## config.mk

```make
export PLATFORM = sky130hd
export DESIGN_NAME = pc_fetch_unit_flat
export DESIGN_NICKNAME = d
export VERILOG_FILES = /design/src/rtl/pc_fetch_unit_if.sv /design/src/rtl/pc_fetch_unit.sv /design/src/flat_wrapper.sv
export SDC_FILE = /design/constraint.sdc
export NUM_CORES = 1
export LEC_CHECK = 0
export BUFFER_PORTS_ARGS = -buffer_cell sky130_fd_sc_hd__buf_4
export CORE_MARGIN = 2
export CORE_UTILIZATION = 30
export CTS_CLUSTER_SIZE = 12
export DETAILED_ROUTE_END_ITERATION = 16
export MAX_ROUTING_LAYER = met4
export PLACE_DENSITY = 0.51
export SLEW_MARGIN = 20
export SYNTH_ARGS = -nofsm -noshare
export SYNTH_HDL_FRONTEND = slang
export SYNTH_SLANG_ARGS = --single-unit
```

## constraint.sdc

```tcl
create_clock -name clk -period 3.3 [get_ports clk]
set_input_delay 0.33 -clock clk [delete_from_list [all_inputs] [get_ports clk]]
set_output_delay 0.33 -clock clk [all_outputs]
set_load 0.03 [all_outputs]
```

## src/rtl/pc_fetch_unit_if.sv

```systemverilog
// ---------------------------------------------------------------------------
// pc_fetch_unit_if
// Groups the fetch stage's control inputs and its address/status outputs.
//   master : the fetch unit (drives PC, pc_plus4, fetch_pc, inst_valid, fault)
//   slave  : pipeline control / instruction memory side (drives stall,
//            branch_taken, branch_target, jump, jump_target, halt)
// ---------------------------------------------------------------------------
interface pc_fetch_unit_if;
    logic        stall;
    logic        branch_taken;
    logic [31:0] branch_target;
    logic        jump;
    logic [31:0] jump_target;
    logic        halt;
    logic [31:0] PC;
    logic [31:0] pc_plus4;
    logic [31:0] fetch_pc;
    logic        inst_valid;
    logic        fault;

    modport master (
        input  stall, branch_taken, branch_target, jump, jump_target, halt,
        output PC, pc_plus4, fetch_pc, inst_valid, fault
    );

    modport slave (
        output stall, branch_taken, branch_target, jump, jump_target, halt,
        input  PC, pc_plus4, fetch_pc, inst_valid, fault
    );
endinterface

```

## src/rtl/pc_fetch_unit.sv

```systemverilog
// ---------------------------------------------------------------------------
// pc_fetch_unit
// Program counter and fetch sequencing in front of a one-cycle-latency
// instruction memory. PC is the address the memory registers this edge;
// fetch_pc is the address of the word the memory is presenting now, and
// inst_valid says whether that word may be consumed.
// Ports:
//   clk   : rising-edge clock
//   rst_n : synchronous active-low reset
//   bus   : pc_fetch_unit_if.master (stall/redirect/halt in, PC/status out)
// Parameters:
//   RESET_PC  : PC after reset (word aligned, below MEM_BYTES)
//   MEM_BYTES : memory size in bytes; sequential PC wraps to 0 here
// ---------------------------------------------------------------------------
module pc_fetch_unit #(
    parameter logic [31:0] RESET_PC  = 32'd0,
    parameter int          MEM_BYTES = 128
) (
    input  logic                   clk,
    input  logic                   rst_n,
    pc_fetch_unit_if.master        bus
);

    localparam logic [31:0] MEM_LIMIT = 32'(MEM_BYTES);

    typedef enum logic [1:0] {
        ST_RUN    = 2'd0,
        ST_HALTED = 2'd1,
        ST_FAULT  = 2'd2
    } state_t;

    state_t      r_state;
    logic [31:0] r_pc;
    logic [31:0] r_fetch_pc;
    logic        r_inst_valid;
    logic        r_fault;

    logic [31:0] w_pc_plus4;
    logic [31:0] w_pc_seq;
    logic        w_redirect;
    logic [31:0] w_target;
    logic        w_target_legal;

    assign w_pc_plus4 = r_pc + 32'd4;
    assign w_pc_seq   = (w_pc_plus4 >= MEM_LIMIT) ? 32'd0 : w_pc_plus4;

    // Branch outranks jump when both are raised in the same cycle.
    assign w_redirect     = bus.branch_taken | bus.jump;
    assign w_target       = bus.branch_taken ? bus.branch_target : bus.jump_target;
    assign w_target_legal = (w_target[1:0] == 2'b00) && (w_target < MEM_LIMIT);

    // NOTE: all state is updated with non-blocking assignments so every branch
    // below reads the pre-edge values of r_pc/r_fetch_pc/r_inst_valid.
    always_ff @(posedge clk) begin
        if (!rst_n) begin
            r_state      <= ST_RUN;
            r_pc         <= RESET_PC;
            r_fetch_pc   <= RESET_PC;
            r_inst_valid <= 1'b0;
            r_fault      <= 1'b0;
        end else begin
            case (r_state)
                ST_RUN: begin
                    if (bus.halt) begin
                        r_state      <= ST_HALTED;
                        r_inst_valid <= 1'b0;
                    end else if (w_redirect) begin
                        if (w_target_legal) begin
                            // The word read from r_pc this edge is wrong-path:
                            // record its address but mark it invalid.
                            r_pc         <= w_target;
                            r_fetch_pc   <= r_pc;
                            r_inst_valid <= 1'b0;
                        end else begin
                            r_state      <= ST_FAULT;
                            r_fault      <= 1'b1;
                            r_inst_valid <= 1'b0;
                        end
                    end else if (bus.stall) begin
                        if (r_inst_valid && (r_pc == r_fetch_pc)) begin
                            // Memory keeps re-reading the held word; nothing moves.
                        end else if (r_inst_valid) begin
                            // PC already ran ahead: rewind to the stalled word.
                            r_pc         <= r_fetch_pc;
                            r_inst_valid <= 1'b0;
                        end else begin
                            r_fetch_pc   <= r_pc;
                            r_inst_valid <= 1'b1;
                        end
                    end else begin
                        r_fetch_pc   <= r_pc;
                        r_inst_valid <= 1'b1;
                        r_pc         <= w_pc_seq;
                    end
                end
                // Both terminal states freeze everything until reset; inst_valid
                // was already cleared on entry.
                ST_HALTED, ST_FAULT: begin
                    r_inst_valid <= 1'b0;
                end
                default: begin
                    r_state      <= ST_FAULT;
                    r_fault      <= 1'b1;
                    r_inst_valid <= 1'b0;
                end
            endcase
        end
    end

    assign bus.PC         = r_pc;
    assign bus.pc_plus4   = w_pc_plus4;
    assign bus.fetch_pc   = r_fetch_pc;
    assign bus.inst_valid = r_inst_valid;
    assign bus.fault      = r_fault;

endmodule

```

## src/flat_wrapper.sv

```systemverilog
// flat-port wrapper written by rule: the top's interface ports become plain ports
module pc_fetch_unit_flat 
#(
    parameter logic [31:0] RESET_PC  = 32'd0,
    parameter int          MEM_BYTES = 128
)
  (clk, rst_n, bus_stall, bus_branch_taken, bus_branch_target, bus_jump, bus_jump_target, bus_halt, bus_PC, bus_pc_plus4, bus_fetch_pc, bus_inst_valid, bus_fault);
  pc_fetch_unit_if bus_i ();
  input  logic clk;
  input  logic rst_n;
  input wire logic [$bits(bus_i.stall)-1:0] bus_stall;
  input wire logic [$bits(bus_i.branch_taken)-1:0] bus_branch_taken;
  input wire logic [$bits(bus_i.branch_target)-1:0] bus_branch_target;
  input wire logic [$bits(bus_i.jump)-1:0] bus_jump;
  input wire logic [$bits(bus_i.jump_target)-1:0] bus_jump_target;
  input wire logic [$bits(bus_i.halt)-1:0] bus_halt;
  output wire logic [$bits(bus_i.PC)-1:0] bus_PC;
  output wire logic [$bits(bus_i.pc_plus4)-1:0] bus_pc_plus4;
  output wire logic [$bits(bus_i.fetch_pc)-1:0] bus_fetch_pc;
  output wire logic [$bits(bus_i.inst_valid)-1:0] bus_inst_valid;
  output wire logic [$bits(bus_i.fault)-1:0] bus_fault;
  assign bus_i.stall = bus_stall;
  assign bus_i.branch_taken = bus_branch_taken;
  assign bus_i.branch_target = bus_branch_target;
  assign bus_i.jump = bus_jump;
  assign bus_i.jump_target = bus_jump_target;
  assign bus_i.halt = bus_halt;
  assign bus_PC = bus_i.PC;
  assign bus_pc_plus4 = bus_i.pc_plus4;
  assign bus_fetch_pc = bus_i.fetch_pc;
  assign bus_inst_valid = bus_i.inst_valid;
  assign bus_fault = bus_i.fault;
  pc_fetch_unit #(.RESET_PC(RESET_PC), .MEM_BYTES(MEM_BYTES)) u_core (.clk(clk), .rst_n(rst_n), .bus(bus_i));
endmodule
```

==> tab_implementation.tex <==
\begin{tabular}{lr}
\hline
Metric & Value \\
\hline
\multicolumn{2}{l}{\textbf{Run status}} \\
\quad Status & complete, no violations \\
\multicolumn{2}{l}{\textbf{Worst setup path}} \\
\quad Biggest fanout along the worst timing path & 14 \\
\quad Nature of the critical path endpoint & primary output \\
\quad Worst path arrival time & 2.68 ns \\
\quad Kind of start point of the critical path & register \\
\quad Setup Crit Path Kind & register to primary output \\
\quad Data required time at the worst endpoint & 2.97 ns \\
\multicolumn{2}{l}{\textbf{Final layout}} \\
\quad Multi-input combinational cell area & 2910 um2 \\
\quad Fraction of final layout cells sized beyond drive strength 1 & 32.1\% \\
\quad Syn-to-layout area delta & 36.5\% \\
\quad Area of all sequential standard cells & 1360 um2 \\
\quad Most common cell after layout, fill and taps aside & sky130\_fd\_sc\_hd\_\_buf\_4 \\
\quad \# nets final & 736 \\
\quad Inserted Diodes & 0 \\
\quad Commonest non-fill, non-tap cells in the layout & sky130\_fd\_sc\_hd\_\_buf\_4 (183), sky130\_fd\_sc\_hd\_\_dfxtp\_1 (68), sky130\_fd\_sc\_hd\_\_nor2b\_1 (60), sky130\_fd\_sc\_hd\_\_xnor2\_1 (49), sky130\_fd\_sc\_hd\_\_mux2i\_1 (42) \\
\quad Final design utilization & 41.4\% \\
\quad Filler cell count & 1,507 \\
\quad Post-route cell area & 6230 um2 \\
\multicolumn{2}{l}{\textbf{Clock tree}} \\
\quad Hold buffer count at CTS & 0 \\
\quad Count of buffers added by post-CTS timing repair for setup & 0 \\
\quad Clock slew at the register clock pins of the worst setup and hold paths & 0.06 ns \\
\quad Number of buffers on the longest clock path & 2 \\
\quad Cell at the root of the clock tree & sky130\_fd\_sc\_hd\_\_clkbuf\_16 \\
\quad Clock latency at the later pin of the worst-skew pair & 0.34 ns \\
\quad Clock tree from TritonCTS & done \\
\quad Cts bufs inserted & 9 \\
\quad Maximum level of the CTS H-tree & 3 \\
\quad Clk sink count & 68 \\
\quad CTS-repair resized insts & 0 \\
\multicolumn{2}{l}{\textbf{Synthesis}} \\
\quad Yosys reg bits & 68 \\
\quad EDFF count, synth & 0 \\
\quad Prevailing post-synth register cell & sky130\_fd\_sc\_hd\_\_dfxtp\_1 \\
\quad Synth area leader & sky130\_fd\_sc\_hd\_\_dfxtp\_1 \\
\quad Post-Syn Area per Cell & 8.69 um2 \\
\quad Number of cells produced by synthesis & 525 \\
\quad Sequential cell area fraction in the yosys report & 29.8\% \\
\quad Syn Nets & 597 \\
\quad Synth Warn \# & 0 \\
\quad Number of distinct library cell variants in the gate-level netlist after synthesis & 56 \\
\quad Post-synthesis async set-or-reset flop share & 0\% \\
\quad Synthesized cell area & 4560 um2 \\
\quad Largest cells by area after synthesis & sky130\_fd\_sc\_hd\_\_dfxtp\_1 (30\%), sky130\_fd\_sc\_hd\_\_xnor2\_1 (9.4\%), sky130\_fd\_sc\_hd\_\_mux2i\_1 (9.2\%) \\
\quad Synth top area share & 29.8\% \\
\multicolumn{2}{l}{\textbf{Timing}} \\
\quad Actual transition at the worst max-transition pin & 0.647 ns \\
\quad Unrepaired setup endpoints after global routing & false \\
\quad Number of failing setup endpoints in the final timing report & 0 \\
\quad Final hold violations & 0 \\
\quad Pins over their slew limit & 0 \\
\quad Worst hold-check slack & 0.272 ns \\
\quad Ratio of final minimum period to clock period & 91.2\% \\
\quad Achievable Freq & 0.332 GHz \\
\quad Final TNS setup & 0 ns \\
\quad Relative slew slack & 56.9\% \\
\quad Final worst clock skew & 0.00965 ns \\
\quad Post-layout minimum cycle time & 3.01 ns \\
\multicolumn{2}{l}{\textbf{Drt}} \\
\quad Starting DRT DRC Count & 320 \\
\quad Via-to-Cell Ratio & 5.28 \\
\quad Post-route ant nets & 0 \\
\quad Overall routed net length & 16,700 um \\
\quad Number of iterations in the first detailed-routing pass & 7 \\
\quad Total vias in the final route & 4,527 \\
\quad Average wire per cell in the routed design & 19.5 um \\
\quad Number of remaining DRC errors & 0 \\
\multicolumn{2}{l}{\textbf{Die}} \\
\quad Top Ports & 168 \\
\quad Die area & 16,200 um2 \\
\quad Die height & 127 um \\
\quad Std cell rows & 45 \\
\quad Effective utilization at floorplan & 30.3\% \\
\quad Area of the placeable core & 15,000 um2 \\
\quad Die X & 127 um \\
\multicolumn{2}{l}{\textbf{Placement}} \\
\quad Port buffer count & 167 \\
\quad Final weighted congestion of routability-driven global placement & 0.902 \\
\quad Detailed placer's ending HPWL & 12,700 um \\
\quad Cell area after placement & 5930 um2 \\
\multicolumn{2}{l}{\textbf{Pwr}} \\
\quad Static Leakage & 2.65 nW \\
\quad Largest vdd supply drop & 192 uV \\
\quad Power after layout & 2.33 mW \\
\quad Power density normalized to cell area & 375 nW/um2 \\
\multicolumn{2}{l}{\textbf{Global route}} \\
\quad Antenna violations before repair & 0 \\
\quad Largest net degree at the start of global routing & 74 \\
\quad Total global routing overflow & 0 \\
\quad Combined global-route utilization of all metal layers & 20.9\% \\
\quad Number of global-route vias before repair & 4,329 \\
\quad Wire length of the first global-routing pass & 25,400 um \\
\multicolumn{2}{l}{\textbf{Run}} \\
\quad Number of max-cap violations & 0 \\
\multicolumn{2}{l}{\textbf{Min path}} \\
\quad Worst min-delay path category & input pin to register \\
\hline
\end{tabular}
==> power by group <==
| part | internal (mW) | total, mW | switching [mW] |
|---|---|---|---|
| logic | 0.222 | 0.497 | 0.275 |
| clock network | 0.580 | 0.954 | 0.374 |
| registers | 0.850 | 0.884 | 0.0339 |
==> synthesized netlist by cell type (9+ instances only) <==
cell type / number
sky130_fd_sc_hd__nor2b_1: 60
sky130_fd_sc_hd__a32oi_1: 19
sky130_fd_sc_hd__o21ai_0: 11
sky130_fd_sc_hd__xor2_1: 16
sky130_fd_sc_hd__buf_2: 17
sky130_fd_sc_hd__clkbuf_1: 29
sky130_fd_sc_hd__nand3_1: 22
sky130_fd_sc_hd__nor2_1: 13
sky130_fd_sc_hd__dfxtp_1: 68
sky130_fd_sc_hd__nor3_1: 13
sky130_fd_sc_hd__xnor2_1: 49
sky130_fd_sc_hd__nand4_1: 24
sky130_fd_sc_hd__inv_1: 9
sky130_fd_sc_hd__mux2i_1: 42
sky130_fd_sc_hd__nand2_1: 25
sky130_fd_sc_hd__nor4_1: 16
sky130_fd_sc_hd__o211ai_1: 11
==> path summary, 6_finish.rpt <==
check,start,slack (ns),cells after the start,to
setup / recovery,u_core.bus.PC[8]$_SDFFE_PN0P_,0.29,6,bus_pc_plus4[27]
hold / removal,bus_halt,0.27,4,u_core.bus.inst_valid$_SDFFE_PP0P_
setup reg to reg,u_core.bus.PC[8]$_SDFFE_PN0P_,0.53,7,u_core.bus.PC[1]$_SDFFE_PN0P_
hold reg to reg,u_core.r_state[1]$_SDFFE_PN0P_,0.51,1,u_core.r_state[1]$_SDFFE_PN0P_
==> per-stage QoR <==
step | setup WS, ns | std cells
3_5_place_dp | 0.555 | 841
3_3_place_gp | 0.626 | 841
6_report | 0.289 | 857
2_1_floorplan | 0.598 | 525
4_1_cts | 0.287 | 857
5_1_grt | 0.136 | 857
==> metal layers <==
| metal | up-vias | GRT usage, % | wire, um |
|---|---|---|---|
| li1 | 2176 | - | - |
| met1 | 2182 | 27.6 | 7740 |
| met2 | 154 | 32.9 | 7890 |
| met3 | 15 | 3.98 | 827 |
| met4 | 0 | 5.43 | 218 |
| met5 | - | - | 0 |
==> final cells by class <==
cell class	instances	area share [%]
Clock buffer	9	3.62
Clock inverter	7	1.08
Inverter	9	0.542
Multi-Input combinational cell	392	46.7
Sequential cell	68	21.9
Tap cell	188	3.78
Timing Repair Buffer	184	22.4
==> registers in the layout, indices dropped and copies added (netlist names) <==
signal and flops:
u_core.bus.PC 32, u_core.bus.fault 1, u_core.bus.fetch_pc 32, u_core.bus.inst_valid 1
u_core.r_state 2
==> worst max-delay path, stage by stage, from the launching register on <==
cell                      delay, ns
sky130_fd_sc_hd__dfxtp_1       0.67
sky130_fd_sc_hd__nand4_4       0.16
sky130_fd_sc_hd__or4_4         0.64
sky130_fd_sc_hd__nor3_2        0.27
sky130_fd_sc_hd__nand4_1       0.21
sky130_fd_sc_hd__xnor2_1       0.21
sky130_fd_sc_hd__buf_4         0.18
==> logic make-up after synthesis <==
group	after synthesis	share of synthesized area, %
adders and majority gates	2	0.548
DFF	68	29.8
AOI/OAI and AO/OA	73	13.0
buffers and inverters	65	6.75
muxes	43	9.46
xor gates and xnor gates	65	12.5
and+or+nand+nor	209	27.9
Note: power is estimated with default switching activity, not from simulation.
